File: src/rtl/t02_writeback_unit.sv
// Writeback unit. It merges ALU results with one outstanding load into a
// single registered register-file write port. It also reports a load-use
// hazard against the destination of the pending load.
//
// Handshake: a load is accepted only when ld_issue=1 in IDLE. Memory data
// is taken only when mem_rvalid=1 in WAIT_MEM. Neither input has a ready
// line, so a pulse that arrives in any other state is dropped silently.
module t02_writeback_unit #(
  parameter int WIDTH = 32
) (
  input  logic             clk,
  input  logic             nRST,
  input  logic             alu_valid,
  input  logic [4:0]       alu_rd,
  input  logic [WIDTH-1:0] alu_result,
  input  logic             ld_issue,
  input  logic [4:0]       ld_rd,
  input  logic [2:0]       ld_funct3,
  input  logic [1:0]       ld_byte_off,
  input  logic             mem_rvalid,
  input  logic [WIDTH-1:0] mem_rdata,
  input  logic [4:0]       rs1_index,
  input  logic [4:0]       rs2_index,
  output logic             reg_write,
  output logic [4:0]       write_index,
  output logic [WIDTH-1:0] write_data,
  output logic             stall,
  output logic             ld_busy
);

  typedef enum logic [1:0] {IDLE, WAIT_MEM, WB_LOAD} state_t;

  state_t           r_state, w_next_state;
  logic             r_pend_valid, w_pend_valid_next;
  logic [4:0]       r_pend_rd;
  logic [2:0]       r_pend_funct3;
  logic [1:0]       r_pend_off;
  logic [WIDTH-1:0] r_ld_data;
  logic             r_reg_write;
  logic [4:0]       r_write_index;
  logic [WIDTH-1:0] r_write_data;

  logic             w_capture, w_latch;
  logic             w_wr_en;
  logic [4:0]       w_wr_idx;
  logic [WIDTH-1:0] w_wr_data;
  logic [7:0]       w_byte;
  logic [15:0]      w_half;
  logic [WIDTH-1:0] w_ld_value;

  // Select the addressed byte and halfword, then extend them by load type.
  always_comb begin
    w_byte = mem_rdata[7:0];
    case (r_pend_off)
      2'd1:    w_byte = mem_rdata[15:8];
      2'd2:    w_byte = mem_rdata[23:16];
      2'd3:    w_byte = mem_rdata[31:24];
      default: w_byte = mem_rdata[7:0];
    endcase
    w_half = r_pend_off[1] ? mem_rdata[31:16] : mem_rdata[15:0];
    case (r_pend_funct3)
      3'b000:  w_ld_value = {{(WIDTH-8){w_byte[7]}}, w_byte};
      3'b001:  w_ld_value = {{(WIDTH-16){w_half[15]}}, w_half};
      3'b100:  w_ld_value = {{(WIDTH-8){1'b0}}, w_byte};
      3'b101:  w_ld_value = {{(WIDTH-16){1'b0}}, w_half};
      default: w_ld_value = mem_rdata;
    endcase
  end

  // Next-state logic and write-port arbitration. The ALU always wins the port.
  always_comb begin
    w_next_state      = r_state;
    w_pend_valid_next = r_pend_valid;
    w_capture         = 1'b0;
    w_latch           = 1'b0;
    w_wr_en           = 1'b0;
    w_wr_idx          = r_write_index;
    w_wr_data         = r_write_data;

    if (alu_valid && (alu_rd != 5'd0)) begin
      w_wr_en   = 1'b1;
      w_wr_idx  = alu_rd;
      w_wr_data = alu_result;
    end

    case (r_state)
      IDLE: begin
        if (ld_issue) begin
          w_capture         = 1'b1;
          w_pend_valid_next = (ld_rd != 5'd0);
          w_next_state      = WAIT_MEM;
        end
      end
      WAIT_MEM: begin
        // A younger ALU write to the same rd makes the load result stale.
        if (alu_valid && (alu_rd == r_pend_rd)) w_pend_valid_next = 1'b0;
        if (mem_rvalid) begin
          w_latch      = 1'b1;
          w_next_state = WB_LOAD;
        end
      end
      WB_LOAD: begin
        if (alu_valid) begin
          if (alu_rd == r_pend_rd) w_pend_valid_next = 1'b0;
        end else begin
          if (r_pend_valid) begin
            w_wr_en   = 1'b1;
            w_wr_idx  = r_pend_rd;
            w_wr_data = r_ld_data;
          end
          w_pend_valid_next = 1'b0;
          w_next_state      = IDLE;
        end
      end
      default: begin
        w_pend_valid_next = 1'b0;
        w_next_state      = IDLE;
      end
    endcase
  end

  // State register.
  always_ff @(posedge clk) begin
    if (!nRST) r_state <= IDLE;
    else       r_state <= w_next_state;
  end

  // Pending-load bookkeeping and the registered write port.
  always_ff @(posedge clk) begin
    if (!nRST) begin
      r_pend_valid  <= 1'b0;
      r_pend_rd     <= 5'd0;
      r_pend_funct3 <= 3'd0;
      r_pend_off    <= 2'd0;
      r_ld_data     <= '0;
      r_reg_write   <= 1'b0;
      r_write_index <= 5'd0;
      r_write_data  <= '0;
    end else begin
      r_pend_valid <= w_pend_valid_next;
      if (w_capture) begin
        r_pend_rd     <= ld_rd;
        r_pend_funct3 <= ld_funct3;
        r_pend_off    <= ld_byte_off;
      end
      if (w_latch) r_ld_data <= w_ld_value;
      r_reg_write   <= w_wr_en;
      r_write_index <= w_wr_idx;
      r_write_data  <= w_wr_data;
    end
  end

  assign reg_write   = r_reg_write;
  assign write_index = r_write_index;
  assign write_data  = r_write_data;
  assign ld_busy     = (r_state != IDLE);
  assign stall       = ld_busy && r_pend_valid && (r_pend_rd != 5'd0) &&
                       ((rs1_index == r_pend_rd) || (rs2_index == r_pend_rd));

endmodule

File: config.mk
export PLATFORM = sky130hd
export DESIGN_NAME = t02_writeback_unit
export DESIGN_NICKNAME = d
export VERILOG_FILES = /design/src/rtl/t02_writeback_unit.sv
export SDC_FILE = /design/constraint.sdc
export NUM_CORES = 1
export LEC_CHECK = 0
export BUFFER_PORTS_ARGS = -buffer_cell sky130_fd_sc_hd__buf_2
export CORE_ASPECT_RATIO = 1.25
export CORE_MARGIN = 5
export CORE_UTILIZATION = 40
export CTS_CLUSTER_SIZE = 30
export DETAILED_ROUTE_END_ITERATION = 8
export GPL_TIMING_DRIVEN = 1
export PLACE_DENSITY = 0.75
export SETUP_SLACK_MARGIN = 0.4
export SYNTH_ARGS = -nofsm -noshare
export SYNTH_HDL_FRONTEND = slang
export SYNTH_SLANG_ARGS = --single-unit
File: constraint.sdc
create_clock -name clk -period 2.7 [get_ports clk]
set_input_delay 0.54 -clock clk [delete_from_list [all_inputs] [get_ports clk]]
set_output_delay 0.54 -clock clk [all_outputs]
set_load 0.01 [all_outputs]
# Word level (Yosys, flattened, before mapping)

Cells that the tools add are included.

Input bits: 94
Output and inout port bits: 40
Logic and storage cells: 67
Bits in registers: 83

Multiplexer cells: 28
Reduce and logical (&&, ||, !) cells: 14
Equality and inequality tests: 16

Operators by type and width:

| kind                 | count |
|---|---|
| $mux W32             | 4 |
| $pmux W32 S4         | 1 |
| $pmux W8 S3          | 1 |
| $mux W5              | 4 |
| $mux W16             | 1 |
| $eq A5 B5 Y1         | 3 |
| $reduce_bool A5 Y1   | 3 |
| $mux W1              | 12 |
| $ne A2 B2 Y1 const B | 4 |
| $eq A2 B2 Y1 const B | 3 |
| $eq A3 B3 Y1 const B | 2 |
| $mux W2              | 3 |
| $pmux W2 S3          | 1 |
| $reduce_and A3 Y1    | 2 |
| $logic_and A1 B1 Y1  | 5 |
| $eq A2 B1 Y1 const B | 2 |
| $eq A3 B1 Y1 const B | 1 |
| $logic_not A3 Y1     | 1 |
| $ne A3 B3 Y1 const B | 1 |
| $pmux W1 S3          | 1 |
| $logic_not A2 Y1     | 1 |
| $reduce_bool A2 Y1   | 1 |
| $logic_or A1 B1 Y1   | 1 |

# Logic depth before layout (Yosys ltp)

Word-level depth: 6
Mapped depth: 6
Gate-level depth less buffers: 4

# Worst setup path before layout

Ideal clock, no wire load.

Path kind: reg2out
Start point: reg r_pend_rd[4]
End point: out stall
Arrival: 1.192 ns
Slack: 0.968 ns
Cell stages (with the launch flop): 5
Path buffers: 1
Required time: 2.160 ns
Cells stage by stage: dfxtp_1 > clkbuf_1 > or4_1 > o211ai_1 > a21oi_1

Cells in the longest elaborated chain, start to end: 3
Elaborated cells on any way between the ends: 6
Those cells by class: eq/ne: 2; reduce/logical: 4

Ends and longest elaborated chain:

| element                                                          | line     | text |
|---|---|---|
| from (decl)                                                      | 35       | `logic [4:0] r_pend_rd;` |
| from (signal assigned)                                           | 142      | `r_pend_rd <= ld_rd;` |
| $eq A5 B5 Y1 / $reduce_bool A5 Y1 (equally long branches)        | 158, 157 |  |
| $logic_or A1 B1 Y1 / $logic_and A1 B1 Y1 (equally long branches) | 158, 157 |  |
| $logic_and A1 B1 Y1 (*)                                          | 157      | `assign stall = ld_busy && r_pend_valid && (r_pend_rd != 5'd0) &&` |
| to (decl)                                                        | 27       | `output logic stall,` |

Every way passes the cells marked *; elsewhere a longest branch is shown, timed or not.

# Worst setup path after layout

Ends and elaborated chain as after synthesis.

==> reports/results.ini <==
[global_routing]
grt_max_degree = 85
grt_overflow = 0
antenna_found_initial = 0
grt_pass1_vias = 3879
grt_pass1_wl_um = 18990
gr-usage-all-layers_pct = 19.57

[clock_network]
cts_sinks = 83
cts_buffers = 9
cts_setup_buffers = 0
postCtsHoldBufs = 0
clock_latency_ps = 340
tritoncts = built
clk_pin_slew_ps = 60
cts-root-buf = clkbuf_16
cts.path.max_buffers = 2
post_cts_resized = 0
h-tree-depth = 3

[flow_run]
maxCapViolCount = 0

[die]
io_pins = 134
dieArea_um2 = 12080
coreArea_um2 = 9709
die_w_um = 99.32
fp.dieH_um = 121.6
start_util_pct = 41.08
num_rows = 40

[yosys]
yosys_warnings = 0
yosys.area_share.simple_pct = 16.09
synthAdderAreaFrac_pct = 0
ys_ff_latch = 83
yosysSeqAreaShare_pct = 41.66
synthCells = 510
muxShareOfSynthArea_pct = 3.576
synth_compound_area_share_pct = 29.05
synth_top_family_by_area = compound AO/OA/AOI/OAI gates
synth_xor_area_share_pct = 3.294
syn_avg_cell_area_um2 = 7.821
ys_async_sr_fraction_pct = 0
netlist_area_um2 = 3989
synth_fp_nets = 604
yosysTopAreaCell = dfxtp_1
synthTopCellsByArea = dfxtp_1, a21oi_1, nand2_1, o21ai_0, clkbuf_1
synth_top_area_share_pct = 41.66
synthDistinctLibCells = 43
ys.flop_type = dfxtp_1
synth_enable_flop_cells = 0

[sta]
fin_crit_sh_pct = 79.82
finalSetupViolCount = 0
fmax_mhz = 464.0
min_period_ps = 2155
hold_viol = 0
max_slew_margin_pct = 54.93
final.setup.worst_slack_ps = 545.0
skew_ps = 7.921
fin_setup_tns_ps = 0
rsz0062_at_grt = false
worst_pin_slew_ps = 676.1
drv_slew = 0

[pwr]
p_leak_nw = 2.115
power_mw = 3.002
ir_drop_mv = 0.3321
powerDensity_nw_per_um2 = 600.5

[run_status]
outcome = finished, final reports clean

[finish]
n_fill_cell = 954
finalNetCount = 712
area_delta_synth_final_pct = 25.31
final_layout_size_suffix_gt1_share_pct = 29.21
antenna_cells = 0

[route]
drt_iter0_drc = 230
antenna_left = 0
num_vias = 4112
wl_um = 12000
viasPerCell = 5.490
met1_length_um = 4757
wl_met3_um = 759
dr_wl_met2_um = 6116
first_pass_iters = 5
post_drt_wl_per_cell_um = 16.02
route.detailed.drc = 0
highest_layer = met4

[critical_path]
end_kind = output pin
r2r_slack_ps = 820
worstPathRequired_ps = 2160
startpoint_type = flop
cp.arrival_ps = 1620
cp_max_fo = 6
criticalPathCategory = reg -> out

[place]
place_congestion = 0.8768
portBuffers = 133
hpwl_um = 8789
dp_slack_ps = 776.0

[hold_path]
hp-class = reg -> reg

[cell usage in the layout, fill, tap and decap left out, types with 2 or more instances in the layout]
master / n
nand3b_1: 10
nor3_1: 12
dfxtp_1: 83
a221oi_1: 9
a22oi_1: 2
clkbuf_16: 9
o221ai_1: 2
xnor2_1: 5
o21ai_0: 59
a21boi_0: 14
a31o_2: 7
inv_1: 10
mux2_2: 7
nand2_1: 93
a21oi_1: 90
buf_2: 133
nand3_1: 6
xor2_1: 10
o211ai_1: 9
mux2_4: 2
clkinvlp_4: 2
o21a_1: 3
clkbuf_8: 4
buf_4: 11
nor2_1: 11
[where the power goes]
part           switching (mW)  internal [mW]
Clock                   0.473          0.722
Combinational           0.246          0.198
Sequential             0.0595           1.30
Total                   0.779           2.22
[sequential cells by signal (all words and copies together), names as in the netlist, 2 cells and up]
name,cells
write_index,5
r_pend_rd,5
r_ld_data,32
r_pend_funct3,3
r_pend_off,2
r_state,2
write_data,32
[synthesized netlist by cell type (all sizes together), types with 2 or more instances]
cell     n
nand2   93
inv     10
mux2    10
clkbuf  30
o211ai   9
xor2    10
a21oi   92
nor2    11
nand3b  10
a22oi    2
o221ai   2
a21boi  14
nor3    12
a221oi   9
dfxtp   83
a31o     7
o21ai   60
nand3    6
buf     17
xnor2    5
o21a     3
[final cells by class]
type / instances / area [um^2] / share of cell area (%)
multi-input combinational: 370 / 2093 / 41.88
tap: 126 / 157.7 / 3.154
clock inverter: 3 / 20.02 / 0.4005
timing repair buffer: 144 / 748.2 / 14.97
inverter: 10 / 37.54 / 0.7509
clock buffer: 13 / 280.3 / 5.607
sequential: 83 / 1662 / 33.24
[metal layers]
layer | global-route usage, % | vias up
li1 | - | 2001
met1 | 23.69 | 1920
met2 | 33.87 | 164
met3 | 3.895 | 27
met4 | 7.857 | 0
met5 | 0 | -
[worst paths after layout]
check / endpoint / start / cells past startpoint
worst max-delay path: stall / r_pend_rd[4] / 4
worst min-delay path: write_data[21] / write_data[21] / 2
worst max register to register: r_ld_data[0] / r_pend_funct3[0] / 4
worst min register to register: write_data[21] / write_data[21] / 2
[through the flow]
stage,hold WS (ps),instances,area [um^2],util (%)
floorplan,456.8,510,3989,-
global placement,435.0,733,4698,48.39
detailed placement,441.5,733,4698,48.39
CTS,442.2,749,4999,51.48
global route,448.5,749,4999,51.48
finish,446.3,749,4999,51.48
[cell families after synthesis]
| group | count (synthesis) |
|---|---|
| simple gates | 144 |
| buf+inv | 57 |
| mux | 11 |
| compound gates | 200 |
| xor+xnor | 15 |
| flops | 83 |
[worst max-delay path: stages, from the launching register on]
cell	delay, ps
dfxtp_1	390
or4_1	540
o211ai_1	170
a21oi_1	60
buf_2	140
Note: power is estimated with default switching activity, not from simulation.
